--- src/rtl/vector_wb_queue_if.sv ---
// Handshake and payload bundle between the vector ALU, the write-back queue and the register file.
// The slave modport is the queue's view; master is the producer/consumer side.
interface vector_wb_queue_if #(
  parameter int unsigned DATA_WIDTH = 32,
  parameter int unsigned IDX_WIDTH  = 5,
  parameter int unsigned DEPTH      = 4
);
  localparam int unsigned CntW = $clog2(DEPTH) + 1;

  logic                  valid_i;
  logic                  ready_o;
  logic                  mask_e_i;
  logic [DATA_WIDTH-1:0] alu_q_i;
  logic [DATA_WIDTH-1:0] old_vd_i;
  logic [4:0]            vd_i;
  logic [IDX_WIDTH-1:0]  elem_i;
  logic                  last_i;

  logic                  wb_valid_o;
  logic                  wb_ready_i;
  logic [DATA_WIDTH-1:0] wb_data_o;
  logic [4:0]            wb_vd_o;
  logic [IDX_WIDTH-1:0]  wb_elem_o;
  logic                  wb_last_o;

  logic                  done_o;
  logic [CntW-1:0]       count_o;

  modport slave (
    input  valid_i, mask_e_i, alu_q_i, old_vd_i, vd_i, elem_i, last_i, wb_ready_i,
    output ready_o, wb_valid_o, wb_data_o, wb_vd_o, wb_elem_o, wb_last_o, done_o, count_o
  );

  modport master (
    output valid_i, mask_e_i, alu_q_i, old_vd_i, vd_i, elem_i, last_i, wb_ready_i,
    input  ready_o, wb_valid_o, wb_data_o, wb_vd_o, wb_elem_o, wb_last_o, done_o, count_o
  );
endinterface

--- src/rtl/vector_wb_queue.sv ---
// Vector write-back queue: masked merge of ALU results into a small FIFO feeding the register file.
// Optional same-cycle bypass of an empty queue is enabled by defining WB_QUEUE_BYPASS_EN.
module vector_wb_queue #(
  parameter int unsigned DATA_WIDTH = 32,
  parameter int unsigned IDX_WIDTH  = 5,
  parameter int unsigned DEPTH      = 4
) (
  input  logic                clk_i,
  input  logic                resetn_i,
  vector_wb_queue_if.slave    bus
);
  localparam int unsigned     PtrW = $clog2(DEPTH);
  localparam int unsigned     CntW = PtrW + 1;
  localparam logic [CntW-1:0] Full = CntW'(DEPTH);

  typedef enum logic [1:0] {StIdle, StBusy, StDrain} state_e;

  state_e                r_state, w_state_nxt;
  logic [DATA_WIDTH-1:0] r_data [DEPTH];
  logic [4:0]            r_vd   [DEPTH];
  logic [IDX_WIDTH-1:0]  r_elem [DEPTH];
  logic                  r_last [DEPTH];
  logic [PtrW-1:0]       r_wptr, r_rptr;
  logic [CntW-1:0]       r_count;
  logic                  r_done;

  logic                  w_empty, w_accept, w_bypass, w_push, w_pop, w_done_nxt;
  logic [DATA_WIDTH-1:0] w_in_data;

  assign w_empty     = (r_count == '0);
  // Registered-only ready: a pop from a full queue does not open a slot in the same cycle.
  assign bus.ready_o = (r_count < Full) && (r_state != StDrain);
  assign w_accept    = bus.valid_i && bus.ready_o;
  assign w_in_data   = bus.mask_e_i ? bus.alu_q_i : bus.old_vd_i;

`ifdef WB_QUEUE_BYPASS_EN
  assign w_bypass = w_empty && w_accept && bus.wb_ready_i;
`else
  assign w_bypass = 1'b0;
`endif

  assign w_push      = w_accept && !w_bypass;
  assign w_pop       = !w_empty && bus.wb_ready_i;
  assign bus.count_o = r_count;
  assign bus.done_o  = r_done;

  always_comb begin
    bus.wb_valid_o = 1'b0;
    bus.wb_data_o  = '0;
    bus.wb_vd_o    = '0;
    bus.wb_elem_o  = '0;
    bus.wb_last_o  = 1'b0;
    if (!w_empty) begin
      bus.wb_valid_o = 1'b1;
      bus.wb_data_o  = r_data[r_rptr];
      bus.wb_vd_o    = r_vd[r_rptr];
      bus.wb_elem_o  = r_elem[r_rptr];
      bus.wb_last_o  = r_last[r_rptr];
    end else if (w_bypass) begin
      bus.wb_valid_o = 1'b1;
      bus.wb_data_o  = w_in_data;
      bus.wb_vd_o    = bus.vd_i;
      bus.wb_elem_o  = bus.elem_i;
      bus.wb_last_o  = bus.last_i;
    end
  end

  always_comb begin
    w_state_nxt = r_state;
    w_done_nxt  = 1'b0;
    case (r_state)
      StIdle, StBusy: begin
        if (w_accept) begin
          // A bypassed last element retires immediately, skipping the drain phase.
          if (bus.last_i && w_bypass) begin
            w_state_nxt = StIdle;
            w_done_nxt  = 1'b1;
          end else if (bus.last_i) begin
            w_state_nxt = StDrain;
          end else begin
            w_state_nxt = StBusy;
          end
        end
      end
      StDrain: begin
        if (w_pop && r_last[r_rptr]) begin
          w_state_nxt = StIdle;
          w_done_nxt  = 1'b1;
        end
      end
      default: w_state_nxt = StIdle;
    endcase
  end

  always_ff @(posedge clk_i or negedge resetn_i) begin
    if (!resetn_i) begin
      r_state <= StIdle;
      r_wptr  <= '0;
      r_rptr  <= '0;
      r_count <= '0;
      r_done  <= 1'b0;
    end else begin
      r_state <= w_state_nxt;
      r_done  <= w_done_nxt;
      if (w_push) r_wptr <= r_wptr + PtrW'(1);
      if (w_pop)  r_rptr <= r_rptr + PtrW'(1);
      case ({w_push, w_pop})
        2'b10:   r_count <= r_count + CntW'(1);
        2'b01:   r_count <= r_count - CntW'(1);
        default: r_count <= r_count;
      endcase
    end
  end

  // Storage needs no reset: occupancy gates every read of it.
  always_ff @(posedge clk_i) begin
    if (w_push) begin
      r_data[r_wptr] <= w_in_data;
      r_vd[r_wptr]   <= bus.vd_i;
      r_elem[r_wptr] <= bus.elem_i;
      r_last[r_wptr] <= bus.last_i;
    end
  end
endmodule

--- src/flat_wrapper.sv ---
// flat-port wrapper written by rule: the top's interface ports become plain ports
module vector_wb_queue_flat 
#(
  parameter int unsigned DATA_WIDTH = 32,
  parameter int unsigned IDX_WIDTH  = 5,
  parameter int unsigned DEPTH      = 4
)
  (clk_i, resetn_i, bus_valid_i, bus_mask_e_i, bus_alu_q_i, bus_old_vd_i, bus_vd_i, bus_elem_i, bus_last_i, bus_wb_ready_i, bus_ready_o, bus_wb_valid_o, bus_wb_data_o, bus_wb_vd_o, bus_wb_elem_o, bus_wb_last_o, bus_done_o, bus_count_o);
  vector_wb_queue_if #(.DATA_WIDTH(DATA_WIDTH), .IDX_WIDTH(IDX_WIDTH), .DEPTH(DEPTH)) bus_i ();
  input  logic clk_i;
  input  logic resetn_i;
  input wire logic [$bits(bus_i.valid_i)-1:0] bus_valid_i;
  input wire logic [$bits(bus_i.mask_e_i)-1:0] bus_mask_e_i;
  input wire logic [$bits(bus_i.alu_q_i)-1:0] bus_alu_q_i;
  input wire logic [$bits(bus_i.old_vd_i)-1:0] bus_old_vd_i;
  input wire logic [$bits(bus_i.vd_i)-1:0] bus_vd_i;
  input wire logic [$bits(bus_i.elem_i)-1:0] bus_elem_i;
  input wire logic [$bits(bus_i.last_i)-1:0] bus_last_i;
  input wire logic [$bits(bus_i.wb_ready_i)-1:0] bus_wb_ready_i;
  output wire logic [$bits(bus_i.ready_o)-1:0] bus_ready_o;
  output wire logic [$bits(bus_i.wb_valid_o)-1:0] bus_wb_valid_o;
  output wire logic [$bits(bus_i.wb_data_o)-1:0] bus_wb_data_o;
  output wire logic [$bits(bus_i.wb_vd_o)-1:0] bus_wb_vd_o;
  output wire logic [$bits(bus_i.wb_elem_o)-1:0] bus_wb_elem_o;
  output wire logic [$bits(bus_i.wb_last_o)-1:0] bus_wb_last_o;
  output wire logic [$bits(bus_i.done_o)-1:0] bus_done_o;
  output wire logic [$bits(bus_i.count_o)-1:0] bus_count_o;
  assign bus_i.valid_i = bus_valid_i;
  assign bus_i.mask_e_i = bus_mask_e_i;
  assign bus_i.alu_q_i = bus_alu_q_i;
  assign bus_i.old_vd_i = bus_old_vd_i;
  assign bus_i.vd_i = bus_vd_i;
  assign bus_i.elem_i = bus_elem_i;
  assign bus_i.last_i = bus_last_i;
  assign bus_i.wb_ready_i = bus_wb_ready_i;
  assign bus_ready_o = bus_i.ready_o;
  assign bus_wb_valid_o = bus_i.wb_valid_o;
  assign bus_wb_data_o = bus_i.wb_data_o;
  assign bus_wb_vd_o = bus_i.wb_vd_o;
  assign bus_wb_elem_o = bus_i.wb_elem_o;
  assign bus_wb_last_o = bus_i.wb_last_o;
  assign bus_done_o = bus_i.done_o;
  assign bus_count_o = bus_i.count_o;
  vector_wb_queue #(.DATA_WIDTH(DATA_WIDTH), .IDX_WIDTH(IDX_WIDTH), .DEPTH(DEPTH)) u_core (.clk_i(clk_i), .resetn_i(resetn_i), .bus(bus_i));
endmodule
--- config.mk ---
export PLATFORM = sky130hd
export DESIGN_NAME = vector_wb_queue_flat
export DESIGN_NICKNAME = d
export VERILOG_FILES = /design/src/rtl/vector_wb_queue_if.sv /design/src/rtl/vector_wb_queue.sv /design/src/flat_wrapper.sv
export SDC_FILE = /design/constraint.sdc
export NUM_CORES = 1
export LEC_CHECK = 0
export CORE_MARGIN = 5
export CORE_UTILIZATION = 36
export CTS_BUF_LIST = sky130_fd_sc_hd__clkbuf_4 sky130_fd_sc_hd__clkbuf_8
export DETAILED_ROUTE_END_ITERATION = 10
export DONT_BUFFER_PORTS = 1
export HOLD_SLACK_MARGIN = 0.03
export PLACE_DENSITY_LB_ADDON = 0.15
export SETUP_SLACK_MARGIN = 0.3
export SLEW_MARGIN = 20
export SYNTH_ARGS = -nofsm -noshare
export SYNTH_HDL_FRONTEND = slang
export SYNTH_SLANG_ARGS = --single-unit
--- constraint.sdc ---
create_clock -name clk_i -period 2.5 [get_ports clk_i]
set_input_delay 0.625 -clock clk_i [delete_from_list [all_inputs] [get_ports clk_i]]
set_output_delay 0.625 -clock clk_i [all_outputs]
set_load 0.03 [all_outputs]
## After elaboration in Yosys (flattened, before gate mapping)

Memories as Yosys holds them, arrays and structs flattened.
Index checks and enable logic that the tools add are counted.

| storage, ports and cells | value |
|---|---|
| register bits | 10 |
| RAM bits | 172 |
| input bits | 80 |
| output and inout bits | 49 |
| word-level logic and storage cells | 46 |
| memories kept | 4 |

Memories:

| memory | words | width | rd ports | clocked after Yosys merged registers in | wr ports | line | RTL |
|---|---|---|---|---|---|---|---|
| u_core.r_data | 4 | 32 | 1 | 0 | 1 | vector_wb_queue.sv:19 | `logic [DATA_WIDTH-1:0] r_data [DEPTH];` |
| u_core.r_elem | 4 | 5 | 1 | 0 | 1 | vector_wb_queue.sv:21 | `logic [IDX_WIDTH-1:0] r_elem [DEPTH];` |
| u_core.r_vd | 4 | 5 | 1 | 0 | 1 | vector_wb_queue.sv:20 | `logic [4:0] r_vd [DEPTH];` |
| u_core.r_last | 4 | 1 | 1 | 0 | 1 | vector_wb_queue.sv:22 | `logic r_last [DEPTH];` |

| operators by class | value |
|---|---|
| add/sub/neg operators | 4 |
| magnitude comparators | 1 |
| eq/ne operators | 7 |
| mux-type cells | 15 |
| reductions and logical operators | 10 |

Operator list:

| operator | number |
|---|---|
| $mux 32 | 2 |
| $mux 5 | 2 |
| $mux 1 | 6 |
| $mux 2 | 3 |
| $pmux 3 s2 | 1 |
| $add 2x1->2 const B | 2 |
| $eq 2x1->1 const B | 2 |
| $eq 2x2->1 const B | 2 |
| $logic_and 1x1->1 | 4 |
| $ne 2x1->1 const B | 2 |
| $pmux 2 s2 | 1 |
| $add 3x1->3 const B | 1 |
| $logic_not 3->1 | 1 |
| $lt 3x3->1 const B | 1 |
| $sub 3x1->3 const B | 1 |
| $logic_not 2->1 | 1 |
| $ne 2x2->1 const B | 1 |
| $reduce_and 2->1 | 1 |
| $reduce_bool 2->1 | 1 |
| $reduce_or 2->1 | 1 |
| $logic_not 1->1 | 1 |

## Logic depth before layout (Yosys ltp)

Gate-level depths: netlist of run 1.

| depth | value |
|---|---|
| word-level depth | 6 |
| depth in mapped cells | 9 |
| mapped depth without buffers | 9 |

## Worst setup path after synthesis of run 1

No wires, ideal clock.

| timing | value |
|---|---|
| path type | input to register |
| start point | in bus_valid_i |
| end point | mem u_core.r_data[0][0], enable pin |
| setup time | 0.405 ns |
| data arrival time | 2.050 ns |
| required time | 2.095 ns |
| path slack | 0.045 ns |
| cell stages on the path | 2 |
| buffers on the path | 0 |
| cell sequence | nor2b_1 > and3_1 |

| between the ends | value |
|---|---|
| cells in the longest elaborated chain, start to end | 3 |

Ends and longest elaborated chain:

| item | line | RTL |
|---|---|---|
| start, declared | flat_wrapper.sv:12 | `input wire logic [$bits(bus_i.valid_i)-1:0] bus_valid_i;` |
| $logic_and 1x1->1 | vector_wb_queue.sv:33 | `assign w_accept = bus.valid_i && bus.ready_o;` |
| $mux 1 | vector_wb_queue.sv:117 | `if (w_push) begin` |
| $mux 1 (not written as such) | vector_wb_queue.sv:118 | `r_data[r_wptr] <= w_in_data;` |
| end, declared | vector_wb_queue.sv:19 |  |

Every way passes these cells.

## Worst setup path after layout of run 1

| timing | value |
|---|---|
| start point | reg u_core.r_rptr[0] |
| end point | out bus_wb_data_o[14] |

| between the ends | value |
|---|---|
| cells in the longest elaborated chain, start to end | 2 |

Ends and longest elaborated chain:

| item | line | RTL |
|---|---|---|
| start, declared | vector_wb_queue.sv:23 | `logic [PtrW-1:0] r_wptr, r_rptr;` |
| start signal, assigned | vector_wb_queue.sv:106 | `if (w_pop) r_rptr <= r_rptr + PtrW'(1);` |
| $mem_v2 4x32 | - |  |
| $mux 32 | vector_wb_queue.sv:53 | `if (!w_empty) begin` |
| end, declared | flat_wrapper.sv:22 | `output wire logic [$bits(bus_i.wb_data_o)-1:0] bus_wb_data_o;` |

Every way passes these cells.

==> results.yml, run 1 <==
floorplanning:
  chipHeight_um: 154.1
  die_x_um: 154.1
  dieArea_um2: 23730
  initial_utilization: 0.3669
  core_area_um2: 20360
  pin_count: 129
  rows: 52
synthesis:
  syn_avg_cell_area_um2: 20.81
  synth.most_common_cell: "edfxtp_1"
  async_reset_ff_frac: 0.05495
  synth_seq_cells: 182
  synth_nets: 445
  synth_common_cells: "edfxtp_1, and2_1, mux4_2"
  synth_cells: 359
  synth_flop_cell: "edfxtp_1"
  synth_top_area_cell: "edfxtp_1"
  yosysUniqueCellTypes: 27
  synth_top_cell_area_share: 0.6913
  ys_top_cells_by_area: "edfxtp_1, mux4_2, mux2_2"
  synth_edf_count: 172
  yosysWarnings: 0
  netlist_area_um2: 7471
  ys_seq_area_frac: 0.7248
drt:
  drtIter0Drc: 128
  post-route-drc-count: 0
  postRouteAntennaNets: 0
  routed-via-count: 3357
  wl_per_cell_um: 22.88
  first_pass_iters: 4
  wirelength_mm: 15.38
  viasPerCell: 4.996
sta:
  finalHoldViolCount: 0
  min_period_ps: 2560
  rsz0062_at_grt: "yes"
  fmax_ghz: 0.3906
  timing.slew.headroom: 0.6331
  tightest_slew_ps: 548.3
  finalCritPeriodShare: 1.024
  setup_viol: 16
  finClkSkew_ps: 10.25
  setup_slack_ps: -60.28
  slew_viol_final: 0
  holdWs_ps: 264.9
clock_network:
  cts_tree: "yes"
  cts_root_buf: "clkbuf_8"
  h-tree-depth: 4
  cts_buffer_depth: 2
  clk_latency_ps: 450
  clkSinkCount: 182
  numCtsBuffers: 17
  clk_pin_slew_ps: 100
critical_path:
  cp_slowest_stage_delay_ps: 510
  critPathSlowestCell: "dfrtp_4"
  critPathMaxFanout: 7
  setup.worst_path.start_class: "register"
  crit_arrival_ps: 1940
  crit_path_cell_trace: "buf_12, buf_16, mux4_2, and2_4"
  cpLargestDelayFamily: "flip-flops"
  critPathBufInv: 2
  cp.required_ps: 1880
  endpoint_kind: "output port"
  crit_type: "reg -> out"
layout:
  area_delta_synth_final_pct: 15.32
  final_area_um2: 8616
  nNetsFinal: 475
  drive_gt1_frac: 0.4552
  fillers: 1812
  num_antenna_cells: 0
  fin_util: 0.4231
  ff_latch_area_um2: 5420
  multi_input_area_um2: 1983
power:
  total_power_mw: 10.68
  p_leak_nw: 2.860
  ir_worst_vdd_mv: 0.4315
  p_per_area_nw_per_um2: 1239
global_route:
  grt_pass1_vias: 3818
  track_usage: 0.1339
  grt-ovfl-total: 0
  antenna_found_initial: 0
  grt_max_degree: 44
  grt_pass1_wl_mm: 23.45
placed_design:
  port_buffers: 0
  gp_congestion: 0.6776
  placedInstanceArea_um2: 7875
  post-dp-hpwl_mm: 8.835
  dp_slack_ps: 288.1
flow_run:
  maxCapViolCount: 0
run_status:
  violations: "negative setup slack"
  status: "finished with violations"
worst_hold_path:
  hold_class: "in -> reg"
[logic make-up (layout without fill, tap and decap cells)]
group	count (synthesis)	count (layout)	synth area share
simple gates	60	60	0.04857
compound gates	4	4	0.003516
fa+ha+maj	6	6	0.01105
flops	182	182	0.7248
xor+xnor	6	6	0.007035
mux	76	76	0.1812
buf+inv	25	68	0.02378
[placed cells by master (no fill, tap or decap), types with 2 or more instances in the layout]
cell type and instances:
and3_2 4, dfrtp_1 8, edfxtp_1 172, mux2_2 30
nor2_1 3, inv_8 2, inv_1 6, nand3_1 4
mux2_1 2, buf_4 12, clkinv_1 2, and2_1 2
and2_4 43, clkbuf_8 17, xor2_1 3, clkinv_4 2
clkinvlp_4 2, nor2b_1 2, mux4_2 43, inv_6 4
ha_1 5, xnor2_1 3, buf_12 9, buf_16 5
[final cells by class]
class / count / area share
sequential: 182 / 0.6291
clock inverter: 15 / 0.01728
inverter: 6 / 0.002614
multi-input combinational: 152 / 0.2302
timing repair buffer: 30 / 0.05446
tap: 270 / 0.03921
clock buffer: 17 / 0.02716
[layer usage]
metal	global-route usage	routed length, um	vias up
met5	0	0	-
li1	-	-	1490
met4	0.03154	123	0
met1	0.1750	6745	1757
met3	0.04497	936	7
met2	0.2178	7571	103
[final timing paths]
kind / startpoint / endpoint / slack (ps) / cells after the start
min reg2reg: u_core.r_state[0]$_DFFE_PN0P_ / u_core.r_state[0]$_DFFE_PN0P_ / 520 / 1
max: u_core.r_rptr[0]$_DFFE_PN0P_ / bus_wb_data_o[14] / -60 / 4
min: bus_vd_i[2] / u_core.r_vd[1][2]$_DFFE_PP_ / 260 / 0
max in group asynchronous: resetn_i / u_core.r_rptr[0]$_DFFE_PN0P_ / 1550 / 1
min in group asynchronous: resetn_i / u_core.bus.done_o$_DFF_PN0_ / 570 / 1
max reg2reg: u_core.bus.count_o[1]$_DFFE_PN0P_ / u_core.bus.count_o[2]$_DFFE_PN0P_ / 440 / 8
[flip-flops by register name, summed over array words and instances, names as in the netlist]
register,count
u_core.bus.count_o,3
u_core.bus.done_o,1
u_core.r_data,128
u_core.r_elem,20
u_core.r_last,4
u_core.r_rptr,2
u_core.r_state,2
u_core.r_vd,20
u_core.r_wptr,2
[through the flow]
| step | setup TNS, ps | instances |
|---|---|---|
| 2_1_floorplan | 0 | 359 |
| 4_1_cts | -2529 | 671 |
| 3_5_place_dp | 0 | 628 |
| 5_1_grt | -4073 | 672 |
| 6_report | -699.7 | 672 |
| 3_3_place_gp | 0 | 628 |
[power by group]
group	internal, mW	switching (mW)	leakage (nW)	total [mW]
Combinational	2.10	2.66	0.990	4.76
Sequential	3.86	0.145	1.68	4.00
Clock	0.816	1.10	0.189	1.92
Total	6.77	3.90	2.86	10.7
[worst register-to-register path, delay by kind of cell, from the launching register on]
kind	cells	cell delay (ps)
simple gates	3	790
fa+ha+maj	2	410
flops	1	390
xor+xnor	2	290
buf+inv	1	70
[repair_timing]
item,4_1_cts,5_1_grt
setup buffers,5,0
pin swaps,16,1
endpoints found under the setup margin,44,45
cloned,5,1
gates resized for setup,105,1
hold buffers,1,0
hold endpoints to repair,10,0
(Power assumes the default switching activity.)
==> inputs of run 2 (changes only) <==
- SETUP_SLACK_MARGIN: 0.3 -> 0.05
==> results.yml, run 2 (same netlist as run 1, synthesis figures left out) <==
layout:
  fillers: 1811
  area_delta_synth_final_pct: 14.59
  top_register: "u_core.r_data"
  fin_util: 0.4204
  largest_reg_flops: 128
  num_antenna_cells: 0
  nNetsFinal: 473
  ff_latch_area_um2: 5420
  reg_top3: "u_core.r_data (128), u_core.r_elem (20), u_core.r_vd (20)"
  drive_gt1_frac: 0.4500
  multi_input_area_um2: 1981
  layout_commonest_cell: "edfxtp_1"
  final_area_um2: 8561
  mostFrequentLayoutCells: "edfxtp_1, mux4_2, and2_4"
worst_hold_path:
  hold_class: "in -> reg"
  holdPathStages: 0
drt:
  wirelength_mm: 15.19
  routed-via-count: 3325
  viasPerCell: 4.963
  wl_per_cell_um: 22.67
  first_pass_iters: 4
  post-route-drc-count: 0
  postRouteAntennaNets: 0
  drtIter0Drc: 140
critical_path:
  crit_arrival_ps: 1930
  cpLargestDelayFamily: "multiplexers"
  crit_type: "reg -> out"
  cp_common_cell: "buf_12"
  critPathSlowestCell: "mux4_2"
  critPathMaxFanout: 8
  crit_path_cell_trace: "buf_12, buf_12, mux4_2, and2_4"
  setup.worst_path.start_class: "register"
  endpoint_kind: "output port"
  cp_slowest_stage_delay_ps: 530
  ff2ff_path_depth: 9
  worst-path-stages: 4
  critPathBufInv: 2
  cp.required_ps: 1880
clock_network:
  h-tree-depth: 4
  cts_tree: "yes"
  cts_buffer_depth: 2
  clkSinkCount: 182
  cts_root_buf: "clkbuf_8"
  clk_latency_ps: 440
  clk_pin_slew_ps: 100
  numCtsBuffers: 17
sta:
  finalCritPeriodShare: 1.022
  timing.slew.headroom: 0.6331
  min_period_ps: 2554
  finClkSkew_ps: 10.65
  tightest_slew_ps: 548.3
  rsz0062_at_grt: "yes"
  finalHoldViolCount: 0
  tns_ps: -696.8
  slew_viol_final: 0
  setup_viol: 28
  fmax_ghz: 0.3915
  setup_slack_ps: -54.02
  holdWs_ps: 267.7
floorplanning:
  dieArea_um2: 23730
  rows: 52
  chipHeight_um: 154.1
  pin_count: 129
  core_area_um2: 20360
  die_x_um: 154.1
  initial_utilization: 0.3669
global_route:
  grt_max_degree: 44
  grt_pass1_vias: 3813
  track_usage: 0.1307
  grt-ovfl-total: 0
  grt_pass1_wl_mm: 23.03
  antenna_found_initial: 0
run_status:
  violations: "negative setup slack"
  status: "finished with violations"
flow_run:
  maxCapViolCount: 0
placed_design:
  post-dp-hpwl_mm: 8.835
  port_buffers: 0
  gp_congestion: 0.6776
  placedInstanceArea_um2: 7875
power:
  ir_worst_vdd_mv: 0.4320
  p_per_area_nw_per_um2: 1238
  p_leak_nw: 2.834
  total_power_mw: 10.60
## run 2: cell types whose count changed in the layout (fill, tap and decap cells not counted)
cell,previous run,this run
buf_8,1,0
nand2b_1,0,1
nand2b_2,1,0
buf_12,9,10
clkbuf_16,1,2
buf_16,5,2
## run 2: per-stage QoR
step | std cells | setup slack (ps)
6_report | 670 | -54.02
5_1_grt | 670 | -145.2
4_1_cts | 667 | -122.1
3_5_place_dp | 628 | 288.1
3_3_place_gp | 628 | 273.9
2_1_floorplan | 359 | 355.7
## run 2: cell type report
class / instances / share of cell area
timing repair buffer: 28 / 0.04867
tap: 270 / 0.03946
sequential: 182 / 0.6331
multi-input combinational: 152 / 0.2314
clock inverter: 15 / 0.01739
inverter: 6 / 0.002631
clock buffer: 17 / 0.02733
## run 2: final timing paths
| kind | slack [ps] | endpoint | startpoint |
|---|---|---|---|
| min | 270 | u_core.r_last[3]$_DFFE_PP_ | bus_last_i |
| min in group asynchronous | 570 | u_core.bus.done_o$_DFF_PN0_ | resetn_i |
| min reg2reg | 510 | u_core.r_state[1]$_DFFE_PN0P_ | u_core.r_state[1]$_DFFE_PN0P_ |
| max in group asynchronous | 1540 | u_core.r_rptr[0]$_DFFE_PN0P_ | resetn_i |
| max | -50 | bus_wb_data_o[24] | u_core.r_rptr[0]$_DFFE_PN0P_ |
| max reg2reg | 470 | u_core.bus.count_o[2]$_DFFE_PN0P_ | u_core.r_state[0]$_DFFE_PN0P_ |
## run 2: timing repair
action / 4_1_cts / 5_1_grt
pin swaps: 0 / 0
resized for setup: 101 / 0
endpoints found under the hold margin: 10 / 0
buffers inserted: 3 / 2
gates cloned: 3 / 2
hold buffers: 1 / 0
setup endpoints to repair: 44 / 43
## run 2: worst register-to-register path, delay by kind of cell (launching register included)
kind          cells  cell delay, ps
buf+inv           2             130
simple gates      3             590
fa+ha+maj         2             550
xor+xnor          2             300
flops             1             400
## run 2: power by group
part	internal [mW]	total [mW]	leakage, nW	switching, mW
logic	2.05	4.69	0.964	2.64
registers	3.86	3.99	1.68	0.132
clock network	0.816	1.92	0.189	1.10
total	6.72	10.6	2.83	3.87
## run 2: metal layers
metal  part of all wire  GRT usage  up-vias  wire length (um)
met3              0.059    0.04497        8               889
met2               0.49     0.2142      102              7476
met5                  0          0        -                 0
met1               0.44     0.1684     1737              6701
li1                   -          -     1478                 -
met4             0.0080    0.03154        0               121
==> inputs of run 3 (changes only) <==
- CTS_BUF_LIST: sky130_fd_sc_hd__clkbuf_4 sky130_fd_sc_hd__clkbuf_8 -> sky130_fd_sc_hd__clkbuf_2
- RECOVER_POWER: not set -> 100
==> results.yml, run 3 (same netlist as run 1, synthesis figures left out) <==
critical_path:
  crit_path_cell_trace: "buf_12, buf_12, mux4_2, and2_4"
  cp_common_cell: "buf_12"
  crit_arrival_ps: 2250
  crit_type: "reg -> out"
  cp_slowest_stage_delay_ps: 530
  critPathMaxFanout: 8
  endpoint_kind: "output port"
  critPathSlowestCell: "dfrtp_4"
  cp.required_ps: 1880
  setup.worst_path.start_class: "register"
layout:
  area_delta_synth_final_pct: 18.69
  layout_commonest_cell: "edfxtp_1"
  drive_gt1_frac: 0.3467
  fillers: 1828
  reg_top3: "u_core.r_data (128), u_core.r_elem (20), u_core.r_vd (20)"
  largest_reg_flops: 128
  final_area_um2: 8867
  top_register: "u_core.r_data"
  final_cells: 721
  nNetsFinal: 523
  mostFrequentLayoutCells: "edfxtp_1, dlygate4sd3_1, mux4_2, and2_4, mux2_1"
global_route:
  grt_pass1_vias: 3867
  track_usage: 0.1350
  grt_pass1_wl_mm: 23.64
  grt-ovfl-total: 0
  grt_max_degree: 44
  antenna_found_initial: 1
drt:
  postRouteAntennaNets: 0
  post-route-drc-count: 0
  viasPerCell: 4.922
  first_pass_iters: 4
  wirelength_mm: 15.87
  drtIter0Drc: 178
  wl_per_cell_um: 22.01
  routed-via-count: 3549
placed_design:
  port_buffers: 0
  gp_congestion: 0.6776
  dp_cells: 628
  placedInstanceArea_um2: 7875
  post-dp-hpwl_mm: 8.835
power:
  p_leak_nw: 2.974
  p_per_area_nw_per_um2: 1155
  ir_worst_vdd_mv: 0.4210
clock_network:
  numCtsBuffers: 17
  cts_buffer_depth: 2
  cts_tree: "yes"
  h-tree-depth: 4
  clk_latency_ps: 720
  clk_pin_slew_ps: 260
  clkSinkCount: 182
  cts_root_buf: "clkbuf_2"
floorplanning:
  dieArea_um2: 23730
  core_area_um2: 20360
  chipHeight_um: 154.1
  die_x_um: 154.1
  pin_count: 129
  initial_utilization: 0.3669
  rows: 52
worst_hold_path:
  hold_class: "in -> reg"
sta:
  finalHoldViolCount: 0
  slew_viol_final: 0
  setup_slack_ps: -370.5
  holdWs_ps: 161.1
  tightest_slew_ps: 823.1
  fmax_ghz: 0.3484
  rsz0062_at_grt: "yes"
  min_period_ps: 2871
  setup_viol: 44
  finClkSkew_ps: 27.52
  finalCritPeriodShare: 1.148
  timing.slew.headroom: 0.4512
run_status:
  violations: "negative setup slack"
  status: "finished with violations"
flow_run:
  maxCapViolCount: 0
==> run 3: cell types whose count changed in the layout (fill, tap and decap cells not counted), moves of 2 or more <==
cell,change
clkbuf_2,+21
mux2_2,-24
clkbuf_8,-17
buf_4,-6
clkbuf_4,+2
mux2_1,+24
dlygate4sd3_1,+45
buf_12,-3
clkbuf_1,+6
==> run 3: report_power, final <==
group	switching [mW]	internal (mW)
Combinational	2.69	2.10
Clock	1.07	0.390
Sequential	0.134	3.86
Total	3.89	6.35
==> run 3: area by class of cell <==
class | instances | area [um^2] | share of cell area
Antenna cell | 1 | 2.502 | 0.0002822
Clock buffer | 17 | 85.08 | 0.009595
Clock inverter | 15 | 148.9 | 0.01679
Inverter | 6 | 22.52 | 0.002540
Multi-Input combinational cell | 152 | 1988 | 0.2242
Sequential cell | 182 | 5420 | 0.6113
Tap cell | 270 | 337.8 | 0.03810
Timing Repair Buffer | 78 | 862.1 | 0.09722
==> run 3: path summary, 6_finish.rpt <==
| check | start | slack [ps] | endpoint | depth (start not counted) |
|---|---|---|---|---|
| worst min-delay path | bus_old_vd_i[2] | 160 | u_core.r_data[2][2]$_DFFE_PP_ | 1 |
| min in group asynchronous | resetn_i | 250 | u_core.r_state[1]$_DFFE_PN0P_ | 1 |
| worst max register to register | u_core.bus.count_o[2]$_DFFE_PN0P_ | 90 | u_core.bus.count_o[2]$_DFFE_PN0P_ | 10 |
| max in group asynchronous | resetn_i | 1850 | u_core.r_rptr[0]$_DFFE_PN0P_ | 1 |
| worst max-delay path | u_core.r_rptr[0]$_DFFE_PN0P_ | -370 | bus_wb_data_o[16] | 4 |
| worst min register to register | u_core.r_state[1]$_DFFE_PN0P_ | 520 | u_core.r_state[1]$_DFFE_PN0P_ | 1 |
==> run 3: what timing repair did <==
item / CTS / global route
pin swaps: 16 / 1
resized for setup: 106 / 1
setup endpoints to repair: 45 / 45
hold buffers: 19 / 27
cloned: 5 / 2
setup buffers: 5 / 3
endpoints found under the hold margin: 65 / 27
==> run 3: per-stage QoR <==
stage                     utilization  power (mW)  setup WS [ps]  TNS, ps
final                          0.4354       10.24         -370.5   -14160
after global routing           0.4354       10.84         -567.1   -23610
after CTS                      0.4234       10.41         -517.0   -19860
after detailed placement       0.3867       7.957          288.1        0
after global placement         0.3867       7.923          273.9        0
after floorplan                     -       7.217          355.7        0
==> run 3: per-layer routing <==
| layer | wire length [um] | GRT usage | vias up |
|---|---|---|---|
| li1 | - | - | 1591 |
| met4 | 126 | 0.03154 | 0 |
| met5 | 0 | 0 | - |
| met3 | 902 | 0.04469 | 10 |
| met1 | 6948 | 0.1786 | 1829 |
| met2 | 7895 | 0.2176 | 119 |
==> run 3: worst max-delay path: cells and delay by family, from the launching register on <==
kind | cells | cell delay (ps)
buffers and inverters | 2 | 270
multiplexers | 1 | 520
AND/OR/NAND/NOR | 1 | 220
flip-flops | 1 | 530
